$ cat src/rtl/serial_sample_rx.sv
// serial_sample_rx: strobe-sampled serial frame receiver.
// A frame is a start bit (0), NUM_BITS data bits and a stop bit (1). One bit
// is taken on each clk edge where shift_enable is high. Good words go to a
// single-entry valid/ready output register; a frame that completes while the
// register is still full is dropped and flagged on overrun.
//
// Ports:
//   clk            clock, rising edge
//   n_rst          asynchronous active-low reset
//   shift_enable   bit-period strobe
//   serial_in      serial line, idle high
//   data_ready     consumer accept
//   parallel_out   last good received word (registered)
//   data_valid     parallel_out holds an unconsumed word
//   framing_error  one-cycle pulse when a stop bit samples 0
//   overrun        sticky: a good word was dropped, cleared by handshake
module serial_sample_rx #(
  parameter int unsigned NUM_BITS  = 16,
  parameter bit          SHIFT_MSB = 1'b1
) (
  input  logic                clk,
  input  logic                n_rst,
  input  logic                shift_enable,
  input  logic                serial_in,
  input  logic                data_ready,
  output logic [NUM_BITS-1:0] parallel_out,
  output logic                data_valid,
  output logic                framing_error,
  output logic                overrun
);

  // Wide enough to hold NUM_BITS itself, so the counter never wraps in a frame.
  localparam int unsigned CNT_W = $clog2(NUM_BITS + 1);

  typedef enum logic [1:0] {
    IDLE = 2'd0,
    DATA = 2'd1,
    STOP = 2'd2
  } state_t;

  state_t              r_state;
  logic [CNT_W-1:0]    r_bit_cnt;
  logic [NUM_BITS-1:0] r_shift;
  logic [NUM_BITS-1:0] r_parallel_out;
  logic                r_data_valid;
  logic                r_framing_error;
  logic                r_overrun;

  state_t              w_state_nxt;
  logic [CNT_W-1:0]    w_bit_cnt_nxt;
  logic [NUM_BITS-1:0] w_shift_nxt;
  logic [NUM_BITS-1:0] w_parallel_out_nxt;
  logic                w_data_valid_nxt;
  logic                w_framing_error_nxt;
  logic                w_overrun_nxt;

  logic [NUM_BITS-1:0] w_shifted;
  logic                w_accept;
  logic                w_last_bit;

  // Shift register with the incoming bit appended at the bit-order end.
  if (SHIFT_MSB) begin : g_shift_left
    assign w_shifted = {r_shift[NUM_BITS-2:0], serial_in};
  end else begin : g_shift_right
    assign w_shifted = {serial_in, r_shift[NUM_BITS-1:1]};
  end

  assign w_accept   = r_data_valid & data_ready;
  assign w_last_bit = (r_bit_cnt == CNT_W'(NUM_BITS - 1));

  // State and datapath registers.
  always_ff @(posedge clk or negedge n_rst) begin
    if (!n_rst) begin
      r_state         <= IDLE;
      r_bit_cnt       <= '0;
      r_shift         <= '1;
      r_parallel_out  <= '0;
      r_data_valid    <= 1'b0;
      r_framing_error <= 1'b0;
      r_overrun       <= 1'b0;
    end else begin
      r_state         <= w_state_nxt;
      r_bit_cnt       <= w_bit_cnt_nxt;
      r_shift         <= w_shift_nxt;
      r_parallel_out  <= w_parallel_out_nxt;
      r_data_valid    <= w_data_valid_nxt;
      r_framing_error <= w_framing_error_nxt;
      r_overrun       <= w_overrun_nxt;
    end
  end

  // Next-state, datapath and output-register update.
  always_comb begin
    w_state_nxt         = r_state;
    w_bit_cnt_nxt       = r_bit_cnt;
    w_shift_nxt         = r_shift;
    w_parallel_out_nxt  = r_parallel_out;
    w_data_valid_nxt    = r_data_valid;
    w_framing_error_nxt = 1'b0;
    w_overrun_nxt       = r_overrun;

    // Consumer handshake; a same-edge load below overrides data_valid.
    if (w_accept) begin
      w_data_valid_nxt = 1'b0;
      w_overrun_nxt    = 1'b0;
    end

    if (shift_enable) begin
      case (r_state)
        IDLE: begin
          if (!serial_in) begin
            w_state_nxt   = DATA;
            w_bit_cnt_nxt = '0;
          end
        end
        DATA: begin
          w_shift_nxt   = w_shifted;
          w_bit_cnt_nxt = r_bit_cnt + CNT_W'(1);
          if (w_last_bit) begin
            w_state_nxt = STOP;
          end
        end
        STOP: begin
          w_state_nxt = IDLE;
          if (serial_in) begin
            // Load if the output slot is empty or being emptied this edge.
            if (!r_data_valid || data_ready) begin
              w_parallel_out_nxt = r_shift;
              w_data_valid_nxt   = 1'b1;
            end else begin
              w_overrun_nxt = 1'b1;
            end
          end else begin
            w_framing_error_nxt = 1'b1;
          end
        end
        default: begin
          w_state_nxt = IDLE;
        end
      endcase
    end
  end

  assign parallel_out  = r_parallel_out;
  assign data_valid    = r_data_valid;
  assign framing_error = r_framing_error;
  assign overrun       = r_overrun;

endmodule

$ cat config.mk
export PLATFORM = sky130hd
export DESIGN_NAME = serial_sample_rx
export DESIGN_NICKNAME = d
export VERILOG_FILES = /design/src/rtl/serial_sample_rx.sv
export SDC_FILE = /design/constraint.sdc
export NUM_CORES = 1
export LEC_CHECK = 0
export BUFFER_PORTS_ARGS = -buffer_cell sky130_fd_sc_hd__clkbuf_2
export CAP_MARGIN = 10
export CORE_MARGIN = 4
export CORE_UTILIZATION = 50
export DETAILED_ROUTE_END_ITERATION = 6
export MAX_ROUTING_LAYER = met4
export PLACE_DENSITY = 0.73
export REMOVE_ABC_BUFFERS = 1
export SYNTH_ARGS = -nofsm -noshare
export SYNTH_HDL_FRONTEND = slang
export SYNTH_SLANG_ARGS = --single-unit
$ cat constraint.sdc
create_clock -name clk -period 1.6 [get_ports clk]
set_input_delay 0 -clock clk [delete_from_list [all_inputs] [get_ports clk]]
set_output_delay 0 -clock clk [all_outputs]
set_load 0.02 [all_outputs]
==> load_flow_metrics.sql, run 1 <==
INSERT INTO impl_metrics (metric_group, metric, value, unit) VALUES
('outcome', 'status', 'finished, final reports clean', ''),
('placed_design', 'i_o_buffers', '23', ''),
('synth', 'fraction_of_synthesized_cell_area_taken_by_the_top_area_cell_type', '0.371', ''),
('layout', 'multiInputGateArea', '608', 'um2'),
('clock_network', 'htreeDepth', '2', ''),
('clock_network', 'tritoncts', 'done', ''),
('setup_path', 'worst_setup_start_kind', 'flop', ''),
('synth', 'post_syn_area_per_cell', '15.8', 'um2'),
('layout', 'design.final.nets', '152', ''),
('pwr', 'fin_total_pwr', '3500', 'uW'),
('sta', 'final_hold_viol_count', '0', ''),
('setup_path', 'path_cells', 'and4b_1, o21a_1, buf_4, mux2_4', ''),
('clock_network', 'cts_buffers', '5', ''),
('setup_path', 'critPathMaxFanout', '10', ''),
('route', 'totalWireLength', '2850', 'um'),
('global_routing', 'pin_count_of_the_biggest_net_entering_global_routing', '27', ''),
('route', 'top_signal_layer_used', 'met4', ''),
('global_routing', 'global_route.overflow_total', '0', ''),
('die', 'die_h', '67.3', 'um'),
('sta', 'final_period_minus_worst_setup_slack', '1490', 'ps'),
('route', 'avgRoutedWirePerCell', '14.9', 'um'),
('route', 'detail_route.drc_violations', '0', ''),
('synth', 'synthArstFlopShare', '1.00', ''),
('synth', 'synth.lib_cells_used.distinct', '27', ''),
('route', 'num_vias', '980', ''),
('clock_network', 'clk_root_buffer_cell', 'clkbuf_4', ''),
('global_routing', 'grt_antenna_before_repair', '0', ''),
('route', 'drt.antenna.violating_nets', '0', ''),
('clock_network', 'clock_path_buffers', '2', ''),
('synth', 'ys_warn_count', '0', ''),
('die', 'coreArea', '3360', 'um2'),
('setup_path', 'worst-endpoint-required', '1850', 'ps'),
('layout', 'final.fill_count', '290', ''),
('layout', 'fin_cells', '192', ''),
('route', 'route.detailed.vias_per_inst', '5.10', ''),
('setup_path', 'timing.critical_path.to_type', 'flop', ''),
('synth', 'synth_top_area_cell', 'dfrtp_1', ''),
('setup_path', 'category_of_the_critical_setup_timing_path', 'reg -> reg', ''),
('sta', 'final.period_utilization', '0.929', ''),
('synth', 'dominant_synthesized_flop_cell', 'dfrtp_1', ''),
('layout', 'number_of_diodes_added_for_antenna_fixing', '0', ''),
('route', 'route.met2.wl', '1340', 'um'),
('sta', 'finalClockSkew', '11.7', 'ps'),
('die', 'core.rowCount', '21', ''),
('global_routing', 'global_route.usage.total', '0.157', ''),
('synth', 'synth-seq-cells', '42', ''),
('clock_network', 'clock_insertion_delay_worst_skew', '340', 'ps'),
('placed_design', 'dp_worst_setup_slack', '75.7', 'ps'),
('die', 'floorplan.initialDensity', '0.522', ''),
('pwr', 'power.leakage', '0.000982', 'uW'),
('sta', 'slew_headroom', '0.591', ''),
('sta', 'least_setup_slack_across_all_paths_after_layout', '114', 'ps'),
('die', 'chipWidth', '67.3', 'um'),
('placed_design', 'gp_congestion', '0.799', ''),
('sta', 'grt_setup_unrepaired', 'false', ''),
('clock_network', 'cts.sink_count', '42', ''),
('sta', 'worst_slew_pin_slew', '614', 'ps'),
('layout', 'layout.area.seq', '1070', 'um2'),
('global_routing', 'grt_pass1_vias', '1062', ''),
('route', 'wl_met1', '1280', 'um'),
('pwr', 'vdd_ir_drop_max', '0.914', 'mV'),
('route', 'drt_pass1_iterations', '4', ''),
('synth', 'syn_area', '1760', 'um2'),
('synth', 'post_synth_main_area_contributors', 'dfrtp_1 (37%), dfstp_2 (24%), mux2_2 (15%)', ''),
('placed_design', 'dp_hpwl', '2070', 'um'),
('layout', 'syn_to_final_growth', '17.2', '%'),
('synth', 'synthCells', '111', ''),
('synth', 'ys_seq_area_frac', '0.610', ''),
('synth', 'synth_edf_count', '0', ''),
('global_routing', 'grt_first_pass_wirelength', '5020', 'um'),
('layout', 'drive_above_1_share', '0.596', '');
==> cells by family after synthesis <==
| family | count (synthesis) | synth area share |
|---|---|---|
| flops | 42 | 0.610 |
| simple gates | 10 | 0.0371 |
| mux | 34 | 0.239 |
| buf+inv | 9 | 0.0435 |
| fa+ha+maj | 2 | 0.0143 |
| compound gates | 14 | 0.0563 |
==> layer usage <==
layer	vias to the layer above	global-route usage
met5	-	-
met4	0	0.101
met1	481	0.189
met2	24	0.234
met3	8	0.0399
li1	467	-
==> area by class of cell <==
class	count	share of cell area
sequential	42	0.521
multi-input combinational	60	0.296
timing repair buffer	32	0.0937
clock inverter	2	0.0292
tap	46	0.0280
clock buffer	6	0.0249
inverter	4	0.00730
==> state kept, by name, indices dropped and copies added (netlist names) <==
name and count:
r_shift 16, framing_error 1, r_state 2, r_bit_cnt 5
data_valid 1, parallel_out 16, overrun 1
==> cell usage in the layout, fill, tap and decap left out <==
cell | netlist | routed
dlygate4sd3_1 | 0 | 4
nand3_1 | 1 | 1
clkbuf_2 | 0 | 23
nor4b_1 | 1 | 1
and4b_1 | 1 | 1
o22ai_1 | 1 | 1
o21a_1 | 2 | 2
a21oi_1 | 2 | 2
a41oi_1 | 1 | 1
inv_1 | 4 | 4
bufinv_16 | 0 | 2
ha_1 | 2 | 2
nor3b_1 | 1 | 1
mux2_2 | 23 | 23
dfrtp_1 | 26 | 25
and3_1 | 1 | 1
dfstp_2 | 16 | 16
a22o_1 | 3 | 3
o21bai_1 | 1 | 1
mux2_4 | 10 | 10
nor2b_1 | 1 | 1
clkbuf_8 | 0 | 1
and3b_2 | 1 | 1
a31oi_1 | 1 | 1
mux2i_1 | 1 | 1
nand2_1 | 3 | 3
o41ai_1 | 1 | 1
clkbuf_4 | 0 | 5
buf_4 | 1 | 5
o21ai_0 | 2 | 2
dfrtp_2 | 0 | 1
==> where the power goes <==
part           total (uW)  leakage [uW]  switching (uW)  internal [uW]
Combinational         834      0.000407             368            467
Sequential           1810      0.000516             259           1550
Clock                 857     0.0000585             327            529
Total                3500      0.000982             954           2540
==> cells in the mapped netlist (2+ instances only) <==
cell type / number
o21a_1: 2
o21ai_0: 2
buf_6: 3
nand2_1: 3
a22o_1: 3
ha_1: 2
mux2_2: 23
mux2_4: 10
dfstp_2: 16
inv_1: 4
a21oi_1: 2
dfrtp_1: 26
==> what timing repair did <==
action	CTS	global route
hold endpoints to repair	25	0
endpoints found under the setup margin	0	14
hold buffers	4	0
gates resized for setup	0	1
==> worst max-delay path, delay by kind of cell (launching register included) <==
kind	cells	cell delay, ps
DFF	1	410
muxes	1	310
and+or+nand+nor	1	290
buffers and inverters	1	220
AOI/OAI and AO/OA	1	160
==> stage by stage <==
stage / setup TNS (ps) / hold slack (ps) / instance area (um2) / utilization
floorplan: -2990 / -296 / 1690 / -
global placement: 0 / 40.6 / 1900 / 0.566
detailed placement: 0 / 50.5 / 1900 / 0.566
CTS: 0 / 191 / 2060 / 0.611
global route: 0 / 246 / 2060 / 0.612
finish: 0 / 186 / 2060 / 0.612
==> final timing paths <==
path	endpoint	slack [ps]	start	cells after the start
worst max-delay path	parallel_out[6]	110	r_state[0]	4
worst min-delay path	r_bit_cnt[4]	190	n_rst	2
worst max register to register	parallel_out[6]	110	r_state[0]	4
worst min register to register	overrun	510	data_valid	1
max in group asynchronous	r_shift[10]	760	n_rst	3
min in group clk	overrun	400	data_ready	3
(Power assumes the default switching activity.)
==> run 2, diff against run 1 <==
--- a/config.mk
+++ b/config.mk
@@ -8,10 +8,9 @@
 export BUFFER_PORTS_ARGS = -buffer_cell sky130_fd_sc_hd__clkbuf_2
 export CAP_MARGIN = 10
 export CORE_MARGIN = 4
-export CORE_UTILIZATION = 50
+export CORE_UTILIZATION = 55
 export DETAILED_ROUTE_END_ITERATION = 6
-export MAX_ROUTING_LAYER = met4
-export PLACE_DENSITY = 0.73
+export PLACE_DENSITY = 0.76
 export REMOVE_ABC_BUFFERS = 1
 export SYNTH_ARGS = -nofsm -noshare
 export SYNTH_HDL_FRONTEND = slang
==> constraint.sdc (replaced) <==
create_clock -name clk -period 1.76 [get_ports clk]
set_input_delay 0 -clock clk [delete_from_list [all_inputs] [get_ports clk]]
set_output_delay 0 -clock clk [all_outputs]
set_load 0.02 [all_outputs]
==> run 2 against run 1 <==
Global-route usage fell by 1.0 points. First-iteration DRC count increased by 31%. Sequential power decreased by 10%. Clock power is 29% lower. Non-clock buffer count decreased by 1. Maximum frequency down 2.8%. Final area is 1.4% lower. Critical endpoint is now parallel_out[3]. Largest cell class unchanged. Highest routed layer unchanged.
==> load_flow_metrics.sql, run 2 (synthesis results as in run 1) <==
INSERT INTO impl_metrics (metric_group, metric, value, unit) VALUES
('outcome', 'status', 'finished, final reports clean', ''),
('layout', 'syn_to_final_growth', '15.5', '%'),
('pwr', 'power_frac_comb', '0.252', ''),
('sta', 'finalSetupViolations', '0', ''),
('setup_path', 'critPathMaxFanout', '16', ''),
('global_routing', 'grt_antenna_before_repair', '0', ''),
('sta', 'final_hold_viol_count', '0', ''),
('setup_path', 'path_depth', '4', ''),
('layout', 'number_of_diodes_added_for_antenna_fixing', '0', ''),
('pwr', 'net-switching-power', '852', 'uW'),
('pwr', 'sequentialPowerShare', '0.543', ''),
('clock_network', 'cts_repair_resizes', '0', ''),
('sta', 'timing.hold.ws', '154', 'ps'),
('sta', 'slew_headroom', '0.705', ''),
('setup_path', 'critical-path-top-delay-family', 'flip-flops', ''),
('route', 'detail_route.drc_violations', '0', ''),
('pwr', 'clock_power_share', '0.205', ''),
('clock_network', 'clock_path_buffers', '2', ''),
('setup_path', 'worst_setup_start_kind', 'flop', ''),
('clock_network', 'htreeDepth', '2', ''),
('clock_network', 'number_of_hold_buffers_added_after_cts', '4', ''),
('die', 'core.rowCount', '20', ''),
('clock_network', 'cts.sink_count', '42', ''),
('layout', 'most-common-layout-cells', 'dfrtp_1 (26), mux2_2 (23), clkbuf_2 (23)', ''),
('clock_network', 'clock_insertion_delay_worst_skew', '340', 'ps'),
('layout', 'fin_util', '0.664', ''),
('route', 'drt.antenna.violating_nets', '0', ''),
('placed_design', 'area_after_detailed_placement', '1910', 'um2'),
('setup_path', 'worst-endpoint-required', '2000', 'ps'),
('route', 'drt-initial-drc-count', '42', ''),
('setup_path', 'timing.critical_path.to_type', 'flop', ''),
('setup_path', 'path_cells', 'and4b_1, o21a_1, buf_12, mux2_2', ''),
('layout', 'layout.cells.most_common', 'dfrtp_1', ''),
('global_routing', 'grt_first_pass_wirelength', '4620', 'um'),
('die', 'die_h', '64.5', 'um'),
('clock_network', 'tritoncts', 'done', ''),
('route', 'route.detailed.vias_per_inst', '5.18', ''),
('setup_path', 'cp_data_arrival_time', '1770', 'ps'),
('setup_path', 'crit_start', 'r_state[1]', ''),
('sta', 'worst_slew_pin_slew', '443', 'ps'),
('clock_network', 'cts_buffers', '5', ''),
('placed_design', 'i_o_buffers', '23', ''),
('sta', 'grt_setup_unrepaired', 'false', ''),
('sta', 'finalMaxSlewViolations', '0', ''),
('die', 'floorplan.initialDensity', '0.575', ''),
('clock_network', 'postCtsSetupRepairBufs', '0', ''),
('pwr', 'power.leakage', '0.000968', 'uW'),
('global_routing', 'grt_pass1_vias', '985', ''),
('setup_path', 'slowest_stage', 'dfrtp_1', ''),
('route', 'avgRoutedWirePerCell', '14.2', 'um'),
('pwr', 'intPower', '2130', 'uW'),
('placed_design', 'gp_congestion', '0.758', ''),
('pwr', 'power.share.switching', '0.285', ''),
('setup_path', 'cp.buffers_inverters', '1', ''),
('pwr', 'vdd_ir_drop_max', '0.797', 'mV'),
('die', 'die_area', '4160', 'um2'),
('layout', 'design.final.nets', '151', ''),
('placed_design', 'dp_hpwl', '1810', 'um'),
('setup_path', 'crit_path_max_incr_delay', '470', 'ps'),
('layout', 'drive_above_1_share', '0.586', ''),
('clock_network', 'clk_pin_slew', '130', 'ps'),
('setup_path', 'worstRegToRegCells', '4', ''),
('sta', 'final_period_minus_worst_setup_slack', '1530', 'ps'),
('global_routing', 'global_route.usage.total', '0.147', ''),
('sta', 'final.period_utilization', '0.869', ''),
('die', 'coreArea', '3050', 'um2'),
('die', 'chipWidth', '64.5', 'um'),
('route', 'drt_pass1_iterations', '3', ''),
('sta', 'finalClockSkew', '8.11', 'ps'),
('global_routing', 'globalRouteMet2Util', '0.223', ''),
('setup_path', 'critical_path.reg2reg.startpoint', 'r_state[1]', ''),
('die', 'pin_count', '24', ''),
('setup_path', 'category_of_the_critical_setup_timing_path', 'reg -> reg', ''),
('route', 'num_vias', '979', ''),
('run', 'maxCapViolations', '0', ''),
('worst_hold_path', 'timing.hold.worst.class', 'in -> async', ''),
('clock_network', 'clk_root_buffer_cell', 'clkbuf_4', ''),
('pwr', 'power.density_cell_area', '1470', 'nW/um2'),
('route', 'totalWireLength', '2680', 'um'),
('global_routing', 'grtUsageMet3', '0.0416', ''),
('global_routing', 'busiest_layer', 'met2', ''),
('global_routing', 'pin_count_of_the_biggest_net_entering_global_routing', '23', ''),
('layout', 'design_area', '2030', 'um2'),
('global_routing', 'global_route.overflow_total', '0', ''),
('sta', 'timing.fmax', '654', 'MHz'),
('global_routing', 'grtUsageMet1', '0.191', '');
[run 2: cell types whose count changed in the layout (fill, tap and decap cells not counted)]
| cell | change |
|---|---|
| dfrtp_2 | -1 |
| buf_4 | -2 |
| dfrtp_1 | +1 |
| bufinv_16 | -1 |
| inv_6 | +1 |
| clkinv_2 | +1 |
| buf_12 | +1 |
| clkbuf_8 | -1 |
[run 2: layout make-up]
class	instances	area, um2
Clock buffer	5	37.5
Clock inverter	3	43.8
Fill cell	242	1020
Inverter	4	15.0
Multi-Input combinational cell	60	608
Sequential cell	42	1070
Tap cell	44	55.1
Timing Repair Buffer	31	198
[run 2: worst min-delay path: stages]
cell and delay [ps]:
dlygate4sd3_1 520, clkbuf_2 110, buf_4 260
[run 2: power groups by stage]
stage               logic (uW)  clock network (uW)  registers [uW]
finish                     751                 612            1620
detailed placement         750                   0            1640
CTS                        764                 633            1620
floorplan                  501                   0            1650
global placement           725                   0            1620
global route               831                 685            1670
[run 2: final timing paths]
| check | slack (ps) | endpoint |
|---|---|---|
| max | 230 | parallel_out[3] |
| min | 150 | parallel_out[2] |
| max reg2reg | 230 | parallel_out[3] |
| min reg2reg | 490 | r_bit_cnt[3] |
| max in group asynchronous | 1320 | r_shift[14] |
| min in group clk | 400 | overrun |
[run 2: routing by layer]
metal	part of all wire	wire, um
met1	0.48	1270
met2	0.46	1240
met3	0.044	118
met4	0.018	48
met5	0	0
[run 2: through the flow]
stage	TNS [ps]	setup slack, ps	instances	power (uW)
2_1_floorplan	-433	-60.3	106	2160
3_3_place_gp	0	291	177	2340
3_5_place_dp	0	249	177	2390
4_1_cts	0	231	189	3020
5_1_grt	0	158	189	3180
6_report	0	230	189	2980
